--- src/rtl/calc_cmd_sequencer.sv ---
// Key-press sequencer for the calculator core: buffers keypad codes in a small FIFO and
// issues them one at a time on calc_cmd, pacing on core READY with error/timeout handling.
module calc_cmd_sequencer #(
    parameter int unsigned DEPTH    = 4,
    parameter logic [3:0]  IDLE_CMD = 4'hD,
    parameter int unsigned MIN_GAP  = 2,
    parameter int unsigned TIMEOUT  = 255
) (
    input  logic                       clock,
    input  logic                       reset_n,
    input  logic                       key_valid,
    input  logic [3:0]                 key_code,
    output logic                       key_ready,
    input  logic                       clear,
    input  logic [1:0]                 calc_status,
    output logic [3:0]                 calc_cmd,
    output logic                       busy,
    output logic                       err,
    output logic                       timeout,
    output logic [$clog2(DEPTH+1)-1:0] fill
);

    localparam int unsigned PW = $clog2(DEPTH);
    localparam int unsigned FW = $clog2(DEPTH + 1);
    localparam int unsigned GW = $clog2(MIN_GAP + 2);
    localparam int unsigned WW = $clog2(TIMEOUT + 2);

    localparam logic [1:0] StatusErr   = 2'b00;
    localparam logic [1:0] StatusReady = 2'b10;

    typedef enum logic [2:0] {StIdle, StIssue, StGap, StWait, StError} state_t;

    state_t          state;
    logic [3:0]      mem [DEPTH];
    logic [PW-1:0]   wptr;
    logic [PW-1:0]   rptr;
    logic [3:0]      cmd_hold;
    logic [GW-1:0]   gap_cnt;
    logic [WW-1:0]   wait_cnt;
    logic            push;
    logic            pop;

    assign key_ready = (fill != FW'(DEPTH)) && (state != StError);
    assign push      = key_valid && key_ready;
    assign pop       = (state == StIdle) && (fill != '0) && (calc_status == StatusReady);

    // Storage needs no reset: the pointers define which entries are live.
    always_ff @(posedge clock) begin
        if (push) begin
            mem[wptr] <= key_code;
        end
    end

    always_ff @(posedge clock) begin
        if (!reset_n) begin
            state    <= StIdle;
            wptr     <= '0;
            rptr     <= '0;
            fill     <= '0;
            cmd_hold <= IDLE_CMD;
            gap_cnt  <= '0;
            wait_cnt <= '0;
            calc_cmd <= IDLE_CMD;
            busy     <= 1'b0;
            err      <= 1'b0;
            timeout  <= 1'b0;
        end else begin
            timeout  <= 1'b0;
            calc_cmd <= IDLE_CMD;
            if (state != StError && calc_status == StatusErr) begin
                // Core error wins over everything, including a push or a pending issue.
                state <= StError;
                wptr  <= '0;
                rptr  <= '0;
                fill  <= '0;
                busy  <= 1'b1;
                err   <= 1'b1;
            end else begin
                if (push) begin
                    wptr <= wptr + PW'(1);
                end
                if (pop) begin
                    rptr <= rptr + PW'(1);
                end
                case ({push, pop})
                    2'b10:   fill <= fill + FW'(1);
                    2'b01:   fill <= fill - FW'(1);
                    default: fill <= fill;
                endcase

                unique case (state)
                    StIdle: begin
                        if (pop) begin
                            cmd_hold <= mem[rptr];
                            gap_cnt  <= GW'(MIN_GAP);
                            state    <= StIssue;
                            busy     <= 1'b1;
                        end
                    end
                    StIssue: begin
                        // The ISSUE cycle counts toward the gap, so issues are MIN_GAP+2 apart.
                        calc_cmd <= cmd_hold;
                        gap_cnt  <= (gap_cnt == '0) ? '0 : gap_cnt - GW'(1);
                        state    <= StGap;
                    end
                    StGap: begin
                        gap_cnt <= (gap_cnt == '0) ? '0 : gap_cnt - GW'(1);
                        if (gap_cnt <= GW'(1)) begin
                            wait_cnt <= WW'(TIMEOUT);
                            state    <= StWait;
                        end
                    end
                    StWait: begin
                        if (calc_status == StatusReady) begin
                            state <= StIdle;
                            busy  <= 1'b0;
                        end else if (wait_cnt == '0) begin
                            timeout <= 1'b1;
                            state   <= StIdle;
                            busy    <= 1'b0;
                        end else begin
                            wait_cnt <= wait_cnt - WW'(1);
                        end
                    end
                    StError: begin
                        if (clear) begin
                            state <= StIdle;
                            busy  <= 1'b0;
                            err   <= 1'b0;
                        end
                    end
                    default: begin
                        state <= StIdle;
                        busy  <= 1'b0;
                    end
                endcase
            end
        end
    end

endmodule

--- config.mk ---
export PLATFORM = sky130hd
export DESIGN_NAME = calc_cmd_sequencer
export DESIGN_NICKNAME = d
export VERILOG_FILES = /design/src/rtl/calc_cmd_sequencer.sv
export SDC_FILE = /design/constraint.sdc
export NUM_CORES = 1
export LEC_CHECK = 0
export ABC_AREA = 1
export CAP_MARGIN = 20
export CORE_UTILIZATION = 45
export CTS_BUF_LIST = sky130_fd_sc_hd__clkbuf_16
export CTS_CLUSTER_DIAMETER = 30
export CTS_CLUSTER_SIZE = 10
export DETAILED_ROUTE_END_ITERATION = 7
export PLACE_DENSITY = 0.76
export SLEW_MARGIN = 20
export SYNTH_ARGS = -nofsm -noshare
export SYNTH_HDL_FRONTEND = slang
export SYNTH_SLANG_ARGS = --single-unit
--- constraint.sdc ---
create_clock -name clock -period 2.4 [get_ports clock]
set_clock_uncertainty 0.15 [all_clocks]
set_input_delay 0.48 -clock clock [delete_from_list [all_inputs] [get_ports clock]]
set_output_delay 0.48 -clock clock [all_outputs]
set_load 0.03 [all_outputs]
==> results.toml <==
[status]
status = "complete, no violations"

[worst_setup_path]
r2r_setup_slack_ns = 0.18
worst_ep_arrival_time_ns = 2.25
crit_slowest_cell = "clkdlybuf4s50_1"
crit_path_end_kind = "register"
critPathRequiredTime_ns = 2.43
critPathMaxFanout = 2
critPathKind = "input port to register"
crit_cells = 11
path_cells = "clkdlybuf4s50_1 > nor2_4 > nand2_2 > nor2_4 > ha_1 > inv_1 > fa_2 > a21oi_1 > o21ai_1 > o21ai_1 > a21oi_1"
slowest_delay_ns = 0.46
timing.rr.start = "state[0]"
path_delay_family = "buffers and inverters"
crit_buf_inv = 2
reg2reg_depth = 12
critPathLaunchType = "input port"
regToRegEndpoint = "fill[2]"

[layout]
nFillCells = 432
antenna_cells = 0
layout-drive-gt1-share_pct = 14.4
area_growth_pct = 21.7
nets = 335
multi_input_area_um2 = 1010
seqCellArea_um2 = 1120

[synthesis]
synth_area_leaders = "dfxtp_1 (27%), edfxtp_1 (21%), nand2_1 (7.7%)"
synth_top_area_cell = "dfxtp_1"
synth_common_cells = "nand2_1 (48), inv_1 (41), nor2_1 (35)"
avgSynthCellArea_um2 = 8.17
syn-instance-count = 286
synth_top_area_share_pct = 27.4
netlist_area_um2 = 2340
synth_nets = 303
synth-edff-count = 16
ys.flop_type = "dfxtp_1"
yosys_warnings = 0
synth-seq-cells = 48
yosysSeqAreaShare_pct = 48.0
synth_cell_types = 33
yosysMostFrequentCell = "nand2_1"
synthArstFlopShare_pct = 0

[power_and_ir_drop]
powerDensity_nw_per_um2 = 782
p_leak_nw = 1.19
irDropWorstVdd_uv = 495

[routing]
drt_iter0_drc = 80
firstDrtPassIters = 4
drc_errors = 0
wire_per_inst_um = 11.1
routed_wl_um = 4280
drtAntennaViolNets = 0
vias_per_cell = 4.81
dr_total_vias = 1858

[floorplanning]
core_area_um2 = 4850
start_util_pct = 48.2
die_w_um = 74.1
die_h_um = 74.1
io_pins = 21
rows = 25
fp.dieArea_um2 = 5490

[clock_network]
clk_pin_slew_ns = 0.07
clk_path_buf_depth = 2
cts_num_sinks = 48
htree_num_levels = 2
numCtsBuffers = 5
insertion_delay_ns = 0.29
cts_tree = "done"
root_buffer = "clkbuf_16"

[timing]
period_share_pct = 92.5
finalMaxSlewViolations = 0
fin_crit_ns = 2.22
max_slew.worst_pin.slew_ns = 0.435
max-slew-margin-rel_pct = 71.0
setup_slack_ns = 0.179
setup_tns_ns = 0
rsz0062_at_grt = "no"
fmax_mhz = 450
hold_viol = 0
finalSetupViolations = 0

[global_route]
grt_usage_pct = 17.9
grt_busiest_layer = "met2"
grt_max_degree = 17
overflow = 0
grt_util_met3_pct = 5.69
grt_util_met2_pct = 31.2
antenna_found_initial = 0
use_met1_pct = 20.6
grt_pass1_wl_um = 7290
grt_pass1_vias = 1689

[worst_hold_path]
min_from = "cmd_hold[3]"
min_to = "calc_cmd[3]"
hold_depth = 2
holdCritPathClass = "register to register"

[placement]
gp_congestion = 0.863
io_buffers = 20
post-place-ws_ns = -0.320
hpwl_um = 3140

[run]
cap_violations = 0
-- repair_timing --
action | 4_1_cts | 5_1_grt
hold buffers | 0 | 0
endpoints found under the setup margin | 2 | 1
gates resized for setup | 4 | 5
pin swaps | 0 | 3
setup buffers | 0 | 0
-- state kept, by name (all words and copies together) (netlist names) --
name,cells
timeout,1
wait_cnt,9
busy,1
wptr,2
err,1
fill,3
cmd_hold,4
mem,16
gap_cnt,2
rptr,2
calc_cmd,4
state,3
-- tightest hold or removal path, cell delays in order, from the launching register on --
cell and delay [ns]:
dfxtp_1 0.31, inv_1 0.04, nand2_1 0.05
-- logic make-up (layout without fill, tap and decap cells) --
group / Yosys count / count (layout) / synth area share (%)
and+or+nand+nor: 131 / 131 / 27.3
buffers and inverters: 52 / 85 / 9.15
DFF: 48 / 48 / 48.0
AOI/OAI and AO/OA: 46 / 46 / 10.8
adders and majority gates: 7 / 7 / 4.07
xor gates and xnor gates: 2 / 2 / 0.750
-- how the worst max path moves through the flow --
stage	from	slack [ns]	end
after global routing	state[0]	0.02	fill[2]
after floorplan	calc_status[1]	0.02	fill[2]
after CTS	calc_status[1]	0.02	fill[2]
after global placement	calc_status[1]	-0.28	fill[2]
final	calc_status[0]	0.18	fill[2]
after detailed placement	calc_status[1]	-0.32	fill[2]
-- per-stage QoR --
step	hold WS, ns	instances	total power, mW	cell area [um^2]	utilization (%)
finish	0.278	386	2.22	2840	58.7
global route	0.314	386	2.34	2840	58.7
CTS	0.279	386	2.24	2830	58.5
detailed placement	0.258	378	1.44	2660	54.8
global placement	0.258	378	1.43	2660	54.8
floorplan	0.246	286	1.31	2340	-
-- final cells by class --
type | count | share of cell area (%)
Inverter | 47 | 6.20
Sequential cell | 48 | 39.4
Clock buffer | 5 | 4.40
Clock inverter | 3 | 1.63
Timing Repair Buffer | 30 | 9.72
Multi-Input combinational cell | 186 | 35.7
Tap cell | 67 | 2.95
-- cell usage in the layout (no fill, tap or decap), types with 2 or more instances in the layout --
cell type,instances
a21oi_1,18
dfxtp_1,32
nand3b_1,2
ha_1,6
nor2_1,34
buf_4,10
clkdlybuf4s50_1,18
nand2_4,3
clkbuf_16,5
o21ai_1,2
inv_2,6
inv_1,40
nand2_1,47
o21ai_0,20
edfxtp_1,16
nor2_2,3
a31oi_1,2
nand2_2,7
nor2_4,6
nand3_1,24
-- power by group --
part | internal [mW] | leakage, nW | switching (mW)
Combinational | 0.180 | 0.701 | 0.295
Clock | 0.495 | 0.0804 | 0.307
Sequential | 0.900 | 0.407 | 0.0465
Total | 1.57 | 1.19 | 0.649
-- routing by layer --
layer	part of all wire (%)	routed length (um)	up-vias
li1	-	-	991
met1	45	1910	834
met2	50	2130	28
met3	4.2	178	5
met4	1.3	57	0
met5	0	0	-
(Power assumes the default switching activity.)
